===== src/rtl/lsu.sv =====
// Load/store unit: splits RV32 loads and stores into data-memory beats.
// Aligned words go out as a single word beat; halves, bytes and unaligned words
// go out as byte beats. Out-of-range or illegal accesses fault with no beats.
module lsu (
   input  logic        clk,
   input  logic        rstn,
   input  logic        req_valid,
   output logic        req_ready,
   input  logic        req_we,
   input  logic [2:0]  req_funct3,
   input  logic [31:0] req_addr,
   input  logic [31:0] req_wdata,
   output logic        rsp_valid,
   input  logic        rsp_ready,
   output logic [31:0] rsp_rdata,
   output logic        rsp_fault,
   output logic        rsp_split,
   output logic        MemWrite,
   output logic        MemRead,
   output logic [2:0]  DMType,
   output logic [31:0] Address,
   output logic [31:0] Write_data,
   input  logic [31:0] Read_data
);

   typedef enum logic [1:0] {Idle, Access, Resp} state_t;

   state_t      state_q;
   logic        we_q;
   logic [2:0]  funct3_q;
   logic [31:0] addr_q;
   logic [31:0] wdata_q;
   logic [31:0] acc_q;
   logic [1:0]  beat_q;
   logic [1:0]  last_q;
   logic        word_q;
   logic        fault_q;

   logic        legal;
   logic [32:0] size;
   logic [32:0] end_addr;
   logic        bad;
   logic        word_d;
   logic [1:0]  last_d;

   // Decode the incoming request: legality, range check and beat plan.
   always_comb begin
      legal = 1'b0;
      size  = 33'd1;
      case (req_funct3)
         3'b000:  begin legal = 1'b1;     size = 33'd1; end
         3'b001:  begin legal = 1'b1;     size = 33'd2; end
         3'b010:  begin legal = 1'b1;     size = 33'd4; end
         3'b100:  begin legal = !req_we;  size = 33'd1; end
         3'b101:  begin legal = !req_we;  size = 33'd2; end
         default: begin legal = 1'b0;     size = 33'd1; end
      endcase
      // 33-bit sum so a wrap past 0xFFFFFFFF still lands above the limit
      end_addr = {1'b0, req_addr} + size - 33'd1;
      bad      = !legal || (end_addr > 33'h0_0000_7FFF);
      word_d   = (req_funct3 == 3'b010) && (req_addr[1:0] == 2'b00);
      if (req_funct3[1:0] == 2'b01) begin
         last_d = 2'd1;
      end else if ((req_funct3 == 3'b010) && !word_d) begin
         last_d = 2'd3;
      end else begin
         last_d = 2'd0;
      end
   end

   // Control FSM, latched request and load accumulator.
   always_ff @(posedge clk or negedge rstn) begin
      if (!rstn) begin
         state_q  <= Idle;
         we_q     <= 1'b0;
         funct3_q <= 3'b000;
         addr_q   <= 32'h0;
         wdata_q  <= 32'h0;
         acc_q    <= 32'h0;
         beat_q   <= 2'd0;
         last_q   <= 2'd0;
         word_q   <= 1'b0;
         fault_q  <= 1'b0;
      end else begin
         case (state_q)
            Idle: begin
               if (req_valid) begin
                  we_q     <= req_we;
                  funct3_q <= req_funct3;
                  addr_q   <= req_addr;
                  wdata_q  <= req_wdata;
                  acc_q    <= 32'h0;
                  beat_q   <= 2'd0;
                  if (bad) begin
                     fault_q <= 1'b1;
                     word_q  <= 1'b0;
                     last_q  <= 2'd0;
                     state_q <= Resp;
                  end else begin
                     fault_q <= 1'b0;
                     word_q  <= word_d;
                     last_q  <= last_d;
                     state_q <= Access;
                  end
               end
            end
            Access: begin
               if (!we_q) begin
                  if (word_q) begin
                     acc_q <= Read_data;
                  end else begin
                     acc_q[{beat_q, 3'b000} +: 8] <= Read_data[7:0];
                  end
               end
               if (beat_q == last_q) begin
                  state_q <= Resp;
               end else begin
                  beat_q <= beat_q + 2'd1;
               end
            end
            Resp: begin
               if (rsp_ready) begin
                  state_q <= Idle;
               end
            end
            default: state_q <= Idle;
         endcase
      end
   end

   // Memory command for the current beat; quiet outside ACCESS.
   always_comb begin
      MemWrite   = 1'b0;
      MemRead    = 1'b0;
      DMType     = 3'b000;
      Address    = 32'h0;
      Write_data = 32'h0;
      if (state_q == Access) begin
         MemWrite = we_q;
         MemRead  = !we_q;
         Address  = addr_q + {30'h0, beat_q};
         if (word_q) begin
            DMType     = 3'b010;
            Write_data = wdata_q;
         end else begin
            DMType     = we_q ? 3'b000 : 3'b100;
            Write_data = {24'h0, wdata_q[{beat_q, 3'b000} +: 8]};
         end
      end
   end

   // Handshake flags and extended load result.
   always_comb begin
      req_ready = (state_q == Idle);
      rsp_valid = (state_q == Resp);
      rsp_fault = rsp_valid && fault_q;
      rsp_split = rsp_valid && !fault_q && !word_q;
      rsp_rdata = 32'h0;
      if (rsp_valid && !fault_q && !we_q) begin
         case (funct3_q)
            3'b000:  rsp_rdata = {{24{acc_q[7]}}, acc_q[7:0]};
            3'b001:  rsp_rdata = {{16{acc_q[15]}}, acc_q[15:0]};
            3'b010:  rsp_rdata = acc_q;
            3'b100:  rsp_rdata = {24'h0, acc_q[7:0]};
            3'b101:  rsp_rdata = {16'h0, acc_q[15:0]};
            default: rsp_rdata = 32'h0;
         endcase
      end
   end

endmodule


===== config.mk =====
export PLATFORM = sky130hd
export DESIGN_NAME = lsu
export DESIGN_NICKNAME = d
export VERILOG_FILES = /design/src/rtl/lsu.sv
export SDC_FILE = /design/constraint.sdc
export NUM_CORES = 1
export LEC_CHECK = 0
export CAP_MARGIN = 15
export CORE_ASPECT_RATIO = 1.2
export CORE_MARGIN = 5
export CORE_UTILIZATION = 45
export CTS_CLUSTER_DIAMETER = 30
export DETAILED_ROUTE_END_ITERATION = 12
export MAX_ROUTING_LAYER = met4
export PLACE_DENSITY = 0.86
export SYNTH_ARGS = -nofsm -noshare
export SYNTH_HDL_FRONTEND = slang
export SYNTH_SLANG_ARGS = --single-unit
export TNS_END_PERCENT = 20

===== constraint.sdc =====
create_clock -name clk -period 2.7 [get_ports clk]
set_clock_uncertainty 0.15 [all_clocks]
set_input_delay 0.405 -clock clk [delete_from_list [all_inputs] [get_ports clk]]
set_output_delay 0.405 -clock clk [all_outputs]
set_load 0.03 [all_outputs]

* Word-level counts from Yosys, hierarchy flattened
Index checks and enable logic that the tools add are counted.
Word-level totals: ROM bits 0, word-level logic and storage cells 91, register bits 108, memories kept 0, bits in latches 0, memory bits (writable) 0, input port bits 104
Cells by class: reductions and logical operators 25, divide/modulo/power cells 0, multiply operators 0, magnitude comparators 1, add/subtract/negate cells 5, bitwise operators 0, equality and inequality tests 17, shifts and indexed selects 3, muxes and demuxes 30
Operators by type and width (count):
- 32-bit two-way mux | 7
- 32-bit one-hot mux with 5 select lines | 1
- 32-bit one-hot mux with 2 select lines | 1
- 32-bit by 33-bit adder with 33-bit output | 1
- 33-bit by 15-bit > comparator with 1-bit output, second input constant | 1
- 33-bit by 1-bit subtractor with 33-bit output, second input constant | 1
- 32-bit by 2-bit adder with 32-bit output | 1
- 32-bit bitwise mux | 1
- 8-bit by 7-bit variable shift with 32-bit output, first input constant | 1
- 32-bit by 6-bit indexed part select with 8-bit output | 1
- 8-bit by 7-bit indexed part select with 32-bit output | 1
- 2-bit two-way mux | 9
- 3-bit == test, second input constant | 4
- 3-bit two-way mux | 3
- 3-bit AND reduction | 3
- 2-bit != test, second input constant | 4
- 5-bit negation with 7-bit output | 1
- 3-bit by 1-bit == test with 1-bit output, second input constant | 2
- 3-bit by 2-bit == test with 1-bit output, second input constant | 2
- 1-bit logical AND | 6
- 1-bit logical NOT | 6
- 3-bit logical NOT | 2
- 2-bit one-hot mux with 3 select lines | 1
- 3-bit one-hot mux with 2 select lines | 1
- other kinds (14) | 20

* Longest topological paths before layout
Gate-level depths: netlist (run 1).
depth in word-level cells 10, gate-level depth with buffers 18, mapped depth without buffers 17

* Least setup slack after synthesis (run 1)
No wires, ideal clock.
kind input -> register, from input req_funct3[2], to register word_q, library setup time 0.104 ns, path slack -1.108 ns, data arrival time 3.554 ns, buffers on the path 1, cell stages on the path 15, required time 2.446 ns, cells stage by stage or3b_2 clkbuf_1 ha_1 inv_1 ha_1 a211oi_1 o21ai_0 a211oi_1 nor2_1 mux2_2 nand4_1 nor4_1 and4_1 nand4_2 o41ai_2
Between the ends: word-level cells in the longest chain between the ends 8
RTL lines:
- start: declaration | RTL line 10 | input logic [2:0] req_funct3,
- 3-bit == test / 3-bit by 1-bit == test with 1-bit output (equally long branches) | RTL line 50 | case (req_funct3)
- 2-bit OR reduction (no line)
- 3-bit one-hot mux with 2 select lines | RTL line 50
- 32-bit by 33-bit adder with 33-bit output | RTL line 59 | end_addr = {1'b0, req_addr} + size - 33'd1;
- 33-bit by 1-bit subtractor with 33-bit output | RTL line 59
- 33-bit by 15-bit > comparator with 1-bit output | RTL line 60 | bad = !legal || (end_addr > 33'h0_0000_7FFF);
- 1-bit logical OR | RTL line 60
- 1-bit two-way mux * | RTL line 94 | if (bad) begin
- end signal: assignment | RTL line 101 | word_q <= word_d;
- end: declaration | RTL line 36 | logic word_q;
Mark *: on every way between the ends. The rest lies on a longest branch, timed or not. A chain may end at the register's enable or synchronous reset.

* Worst setup path after layout (run 1)
from input req_addr[17], to register last_q[1]
Between the ends: word-level cells in the longest chain between the ends 5
RTL lines:
- start: declaration | RTL line 11 | input logic [31:0] req_addr,
- 32-bit by 33-bit adder with 33-bit output | RTL line 59
- 33-bit by 1-bit subtractor with 33-bit output | RTL line 59
- 33-bit by 15-bit > comparator with 1-bit output | RTL line 60
- 1-bit logical OR | RTL line 60
- 2-bit two-way mux | RTL line 94
- end signal: assignment | RTL line 102 | last_q <= last_d;
- end: declaration | RTL line 35 | logic [1:0] last_q;
Every way passes these cells.

==> results of run 1 <==
-- layer usage --
layer / vias to the layer above / GRT usage, %
li1: 4296 / -
met1: 4228 / 32.1
met2: 280 / 49.6
met4: 0 / 12.7
met3: 76 / 4.43
met5: - / -
-- power groups by stage --
stage               Combinational (uW)  Sequential, uW  Clock [uW]
floorplan                          983            2180           0
global placement                  1780            2210           0
detailed placement                1820            2230           0
CTS                               1900            2200        1390
global route                      2140            2260        1450
finish                            1930            2210        1360
-- final timing paths --
| path | start | end | slack [ns] |
|---|---|---|---|
| hold / removal | req_funct3[1] | funct3_q[1]$_DFFE_PN0P_ | 0.10 |
| setup / recovery | req_addr[17] | last_q[1]$_DFFE_PN0P_ | -0.75 |
| setup reg to reg | beat_q[1]$_DFFE_PN0P_ | acc_q[20]$_DFFE_PN0P_ | 0.13 |
| hold reg to reg | wdata_q[26]$_DFFE_PN0P_ | wdata_q[26]$_DFFE_PN0P_ | 0.35 |
| min in group asynchronous | rstn | wdata_q[15]$_DFFE_PN0P_ | 0.51 |
| max in group asynchronous | rstn | addr_q[15]$_DFFE_PN0P_ | 1.42 |
-- cell families after synthesis --
kind of cell	share of synthesized area, %
simple gates	25.8
compound gates	20.0
buf+inv	5.51
flops	34.1
fa+ha+maj	6.82
xor+xnor	3.65
mux	4.07
other cells	0.0473
-- layout by cell type, fill, tap and decap left out, drive strengths merged, types with 11 or more instances in the layout --
cell,count
o21ai,76
mux2i,12
a21oi,83
buf,297
dlygate4sd2,17
nor2,99
ha,40
a22oi,33
nand2,229
inv,57
xor2,25
clkdlybuf4s50,101
or3,11
nand3,14
and3,38
dfrtp,108
nand4,18
-- metrics by stage --
stage | hold slack (ns) | total power (uW) | setup TNS [ns] | std cells | instance area [um^2]
finish | 0.105 | 5510 | -11.66 | 1626 | 12300
global route | 0.102 | 5850 | -16.50 | 1626 | 12300
CTS | 0.0971 | 5500 | -13.59 | 1624 | 12100
detailed placement | 0.331 | 4050 | -12.41 | 1596 | 11500
global placement | 0.320 | 3990 | -11.40 | 1596 | 11500
floorplan | -0.0406 | 3160 | -10.25 | 1030 | 8020
-- worst min-delay path: cells and delay by family --
family / cells / cell delay, ns
buf+inv: 1 / 0.09
simple gates: 2 / 0.09
-- timing repair --
action / in CTS / in global routing
gates resized for setup: 94 / 31
pin swaps: 55 / 23
endpoints found under the hold margin: 43 / 0
buffers inserted: 13 / 2
hold buffers: 1 / 0
endpoints found under the setup margin: 58 / 51
gates cloned: 0 / 0
-- state kept, by name, indices dropped and copies added (netlist names) --
signal and count:
acc_q 32, addr_q 32, wdata_q 32, funct3_q 3
beat_q 2, last_q 2, state_q 2, fault_q 1
we_q 1, word_q 1
-- area by class of cell --
type / instances / area, um^2 / area share [%]
inverter: 54 / 205 / 1.67
timing repair buffer: 417 / 3550 / 29.0
multi-input combinational: 810 / 5220 / 42.5
antenna: 1 / 2.50 / 0.0204
tap: 220 / 275 / 2.24
clock inverter: 7 / 80.1 / 0.653
sequential: 108 / 2700 / 22.0
clock buffer: 9 / 225 / 1.84
==> impl_results.md, run 1 <==
* CP Data Required Time at ~2.8 ns
* Util after Layout at between 70% and 80%
* CP Depth at 15
* Worst setup margin at -0.751 ns
* Status: finished with violations
* Max incr delay on CP at between 0.4 and 0.5 ns
* Commonest cells in the netlist: nand2_1 (229), dfrtp_1 (108), nor2_1 (99), a21oi_1 (80), o21ai_0 (69)
* Top cells by area, synth: dfrtp_1 (34%), nand2_1 (11%), ha_1 (6.3%), a21oi_1 (5.1%), nor2_1 (4.7%)
* # setup viols final at 31
* Comb power frac at about a third
* #FFs+latches synth at 108
* Fraction of power spent switching nets at a little over a third
* Vias in the first global route at between 9,000 and 10,000
* Initial core utilization at between 40 and 50%
* Max cap viols at 0
* First-pass GRT wire length at around 46 mm
* Internal power at approximately 3500 uW
* GRT overflow at 0
* Failing checks: setup timing
* Clock transition at the registers of the reported paths at around 0.08 ns
* Clk sinks at between 100 and 150
* Fin crit share at 128%
* Synthesized area at roughly 8000 um^2
* Maximum fanout along the worst path at 6
* Gpl congestion at 0.972
* DRT Wirelength at 28.5 mm
* Tmin final at around 3.5 ns
* RSZ-0062 raised after global routing: true
* Part of the power in registers at about two fifths
* Die width at 131 um
* WS Path Type: in2reg
* Later-pin clock latency in the skew report at ~0.36 ns
* Mean Syn Cell Area at 7.70 um^2
* Fill cells at between 1,000 and 1,500
* R2R cell count at 10
* ANT nets after route at 0
* Met3 WL at 1.33 mm
* Post-Syn Instances at 1,030
* M1 WL at about 11 mm
* Peak VDD IR at 315 uV
* Count of cell types in the netlist at between 60 and 70
* Detail Placement HPWL at 22.0 mm
* Critical Path AT at between 3 and 4 ns
* Net Count, Synth at between 1,000 and 1,500
* Syn-to-layout area delta at 54.7%
* Highest metal used: met4
* Vias/cell at ~5.5
* Nets at 1,546
* PwrDens at 449 nW/um^2
* Largest net degree at the start of global routing at between 100 and 150
* Met2 WL post-DR at 14.9 mm
* Startpoint type of the worst setup path: input pin
* CP Cell Sequence: clkdlybuf4s50_1, buf_4, ha_2, nand2_1, nor4_4, buf_4, o21ai_0, a21o_1, a221oi_2, o21ai_1, xnor2_1, nor4_4, nand4_2, buf_6, o31ai_2
* Initial antenna violation count at 1
* Cell taking the most area after synthesis: dfrtp_1
* Static Leak at 0.00582 uW
* Slew Limit Fails at 0
* Crit-path leading delay family: simple AND/OR/NAND/NOR gates
* Post-synthesis sequential area ratio at about a third
* EDFF count, synth at 0
* Critical Path End Type: flop
* Most common cell in the netlist: nand2_1
* Vias at between 8,000 and 9,000
* I/O Buffers at 207
* Core footprint at ~17,000 um^2
* Clock power frac at between 20 and 25%
* Initial DRC count at about 700
* IO Count at 209
* Wire length per cell at ~18 um
* CTS tree: done
* H-tree Lvls at 3
* Max frequency at 290 MHz
* TritonRoute pass-1 iters at 5
* Fin. Hold Viols at 0
* Total CTS buffers at 9
* Rel. slew slack at 36.7%
* Slowest cell on crit path: clkdlybuf4s50_1
* Die height at 155 um
* Pre-CTS setup slack at -1.72 ns
* Post-synth top area share at 34.1%
* Worst-Margin Slew at ~0.95 ns
* Ratio of cells with drive above 1 in the final layout at roughly 29%
* Yosys warns at 0
* Hold Path Stages at 3
* Switching power at between 1500 and 2000 uW
* CTS Buffer Depth at 2
* Tot GR Track Use at 28.4%
* Drt drc at 0
* Placement row count at 53
* Worst path buffer plus inverter count at 4
* Ys flop type: dfrtp_1
* Worst min-delay path class: in2reg
* Die ar. at around 20,000 um^2
* Clock root cell: clkbuf_16
* Asr flop ratio synth at between 90% and 100%
No activity file was read; power rests on OpenSTA's default activity.
==> run 2: changes to the inputs <==
--- a/config.mk
+++ b/config.mk
@@ -7,12 +7,13 @@
 export LEC_CHECK = 0
 export CAP_MARGIN = 15
 export CORE_ASPECT_RATIO = 1.2
-export CORE_MARGIN = 5
+export CORE_MARGIN = 1
 export CORE_UTILIZATION = 45
 export CTS_CLUSTER_DIAMETER = 30
 export DETAILED_ROUTE_END_ITERATION = 12
 export MAX_ROUTING_LAYER = met4
 export PLACE_DENSITY = 0.86
+export SETUP_SLACK_MARGIN = 0.05
 export SYNTH_ARGS = -nofsm -noshare
 export SYNTH_HDL_FRONTEND = slang
 export SYNTH_SLANG_ARGS = --single-unit
==> run 2 against run 1 <==
  * The flow still finishes with violations (setup timing)
  * Count of clock-buffer cells in the layout unchanged
  * Core utilization up 1.5 points
  * Via count up 1.5%
  * Critical path depth up 1
  * Largest power group unchanged
  * Highest routed layer unchanged
==> impl_results.md, run 2 (synthesis results as in run 1) <==
* Worst-Margin Slew at 0.594 ns (-0.356 ns)
* Syn-to-layout area delta at 54.4%
* Initial DRC count at 599 (-16%)
* Core footprint at 17,000 um^2 (-2.3%)
* DRT Wirelength at 28.0 mm (-1.7%)
* WS Path Type: in2reg
* Placement row count at 52 (-1.9%)
* Max frequency at 284 MHz (-1.9%)
* Static Leak at 0.00604 uW (+3.9%)
* Most common cell after layout, fill and taps aside: buf_4
* Die height at 147 um (-5.1%)
* Wire length per cell at 17.3 um (-1.6%)
* Leading registers by flop count: acc_q (32), addr_q (32), wdata_q (32)
* Gpl congestion at 0.935 (-3.8%)
* Drt drc at 0 (unchanged)
* Clk sinks at 108 (unchanged)
* Diode count at 0 (-1)
* Clock transition at the registers of the reported paths at 0.08 ns (about the same)
* Tmin final at 3.52 ns (+0.0671 ns)
* Hold Path Stages at 4 (+1)
* Post-layout total power at 5480 uW (-0.50%)
* CP Data Required Time at 2.83 ns (about the same)
* Peak VDD IR at 317 uV (+0.78%)
* CTS Buffer Depth at 2 (unchanged)
* RSZ-0062 raised after global routing: true
* CTS tree: done
* # setup viols final at 30 (-3.2%)
* Slew Limit Fails at 0 (unchanged)
* Failing checks: setup timing
* IO Count at 209 (unchanged)
* PwrDens at 448 nW/um^2 (-0.31%)
* ANT nets after route at 0 (unchanged)
* Non-Filler Instances at 1,623 (-0.18%)
* Later-pin clock latency in the skew report at 0.36 ns (about the same)
* Initial antenna violation count at 0 (-1)
* Max cap viols at 0 (unchanged)
* Detail Placement HPWL at 21.3 mm (-3.4%)
* Vias in the first global route at 8,725 (-4.3%)
* Ratio of cells with drive above 1 in the final layout at 27.6% (-1.5 points)
* Total CTS buffers at 9 (unchanged)
* Worst min-delay path class: in2reg
* Vias/cell at 5.55 (+1.7%)
* Maximum fanout along the worst path at 3 (-3)
* Fin. Hold Viols at 0 (unchanged)
* Fin crit share at 130% (+2.5 points)
* Vias at 9,015 (+1.5%)
* Pre-CTS setup slack at -1.68 ns (+0.0403 ns)
* Nets at 1,548 (+0.13%)
* Die width at 123 um (-6.1%)
* WHS at 0.204 ns (+0.0995 ns)
* GRT overflow at 0 (unchanged)
* Critical Path AT at 3.65 ns (+0.07 ns)
* Most frequent cells in the layout: buf_4 (251), nand2_1 (225), dfrtp_1 (108)
* Clock root cell: clkbuf_16
* TritonRoute pass-1 iters at 6 (+1)
* Rel. slew slack at 60.4% (+24 points)
* Die ar. at 18,200 um^2 (-11%)
* Worst setup margin at -0.818 ns (-0.0671 ns)
* Cells after DPL at 1,588 (-0.50%)
* Tot GR Track Use at 31.4% (+3.0 points)
* H-tree Lvls at 3 (unchanged)
* Critical Path End Type: flop
* Startpoint type of the worst setup path: input pin
* First-pass GRT wire length at 42.9 mm (-7.3%)
* Status: finished with violations
* R2R cell count at 10 (unchanged)
* Largest net degree at the start of global routing at 104 (-4.6%)
* I/O Buffers at 207 (unchanged)
* Setup TNS at -13.36 ns (-1.70 ns)
* Initial core utilization at 46.5% (+1.1 points)
[run 2: per-stage QoR]
stage	utilization, %	cell area [um^2]
finish	71.8	12200
global route	71.8	12200
detailed placement	67.3	11500
CTS	70.9	12100
global placement	67.3	11500
floorplan	-	8020
[run 2: area by class of cell]
type / instances / area [um^2]
clock buffers: 9 / 225
clock inverters: 7 / 78.8
fillers: 1307 / 4810
inverters: 54 / 205
multi-input cells: 810 / 5160
flip-flops and latches: 108 / 2700
well taps: 216 / 270
repair buffers: 419 / 3600
[run 2: metal layers]
layer | wire, um | track usage [%] | up-vias | share of wire, %
met5 | 0 | - | - | 0
met4 | 1210 | 16.1 | 0 | 4.3
met3 | 1730 | 3.70 | 91 | 6.2
met2 | 14400 | 54.5 | 402 | 52
met1 | 10600 | 35.0 | 4215 | 38
li1 | - | - | 4307 | -
[run 2: critical path, cell delays in order]
cell	delay, ns
buf_8	0.09
or3b_4	0.42
ha_4	0.30
inv_4	0.03
ha_4	0.23
a211oi_4	0.24
o21ai_2	0.09
a211oi_2	0.35
o31ai_1	0.12
a31oi_1	0.17
xor2_1	0.19
nand3_2	0.12
nor4_4	0.33
nand4_2	0.16
buf_6	0.16
o31ai_2	0.22
[run 2: power breakdown]
group          switching (uW)  internal (uW)
logic                     973            912
clock network             696            661
registers                 301           1940
[run 2: worst paths after layout]
check	start	end	slack, ns
min reg2reg	wdata_q[17]$_DFFE_PN0P_	wdata_q[17]$_DFFE_PN0P_	0.36
max in group asynchronous	rstn	acc_q[26]$_DFFE_PN0P_	1.19
max reg2reg	beat_q[0]$_DFFE_PN0P_	acc_q[16]$_DFFE_PN0P_	0.18
min in group asynchronous	rstn	wdata_q[12]$_DFFE_PN0P_	0.42
min	req_funct3[0]	funct3_q[0]$_DFFE_PN0P_	0.20
max	req_funct3[0]	last_q[1]$_DFFE_PN0P_	-0.82
[run 2: timing repair]
action,in CTS,in global routing
resized for setup,102,60
setup endpoints to repair,71,63
pin swaps,43,22
hold buffers,1,0
hold endpoints to repair,40,0
buffers inserted,12,8
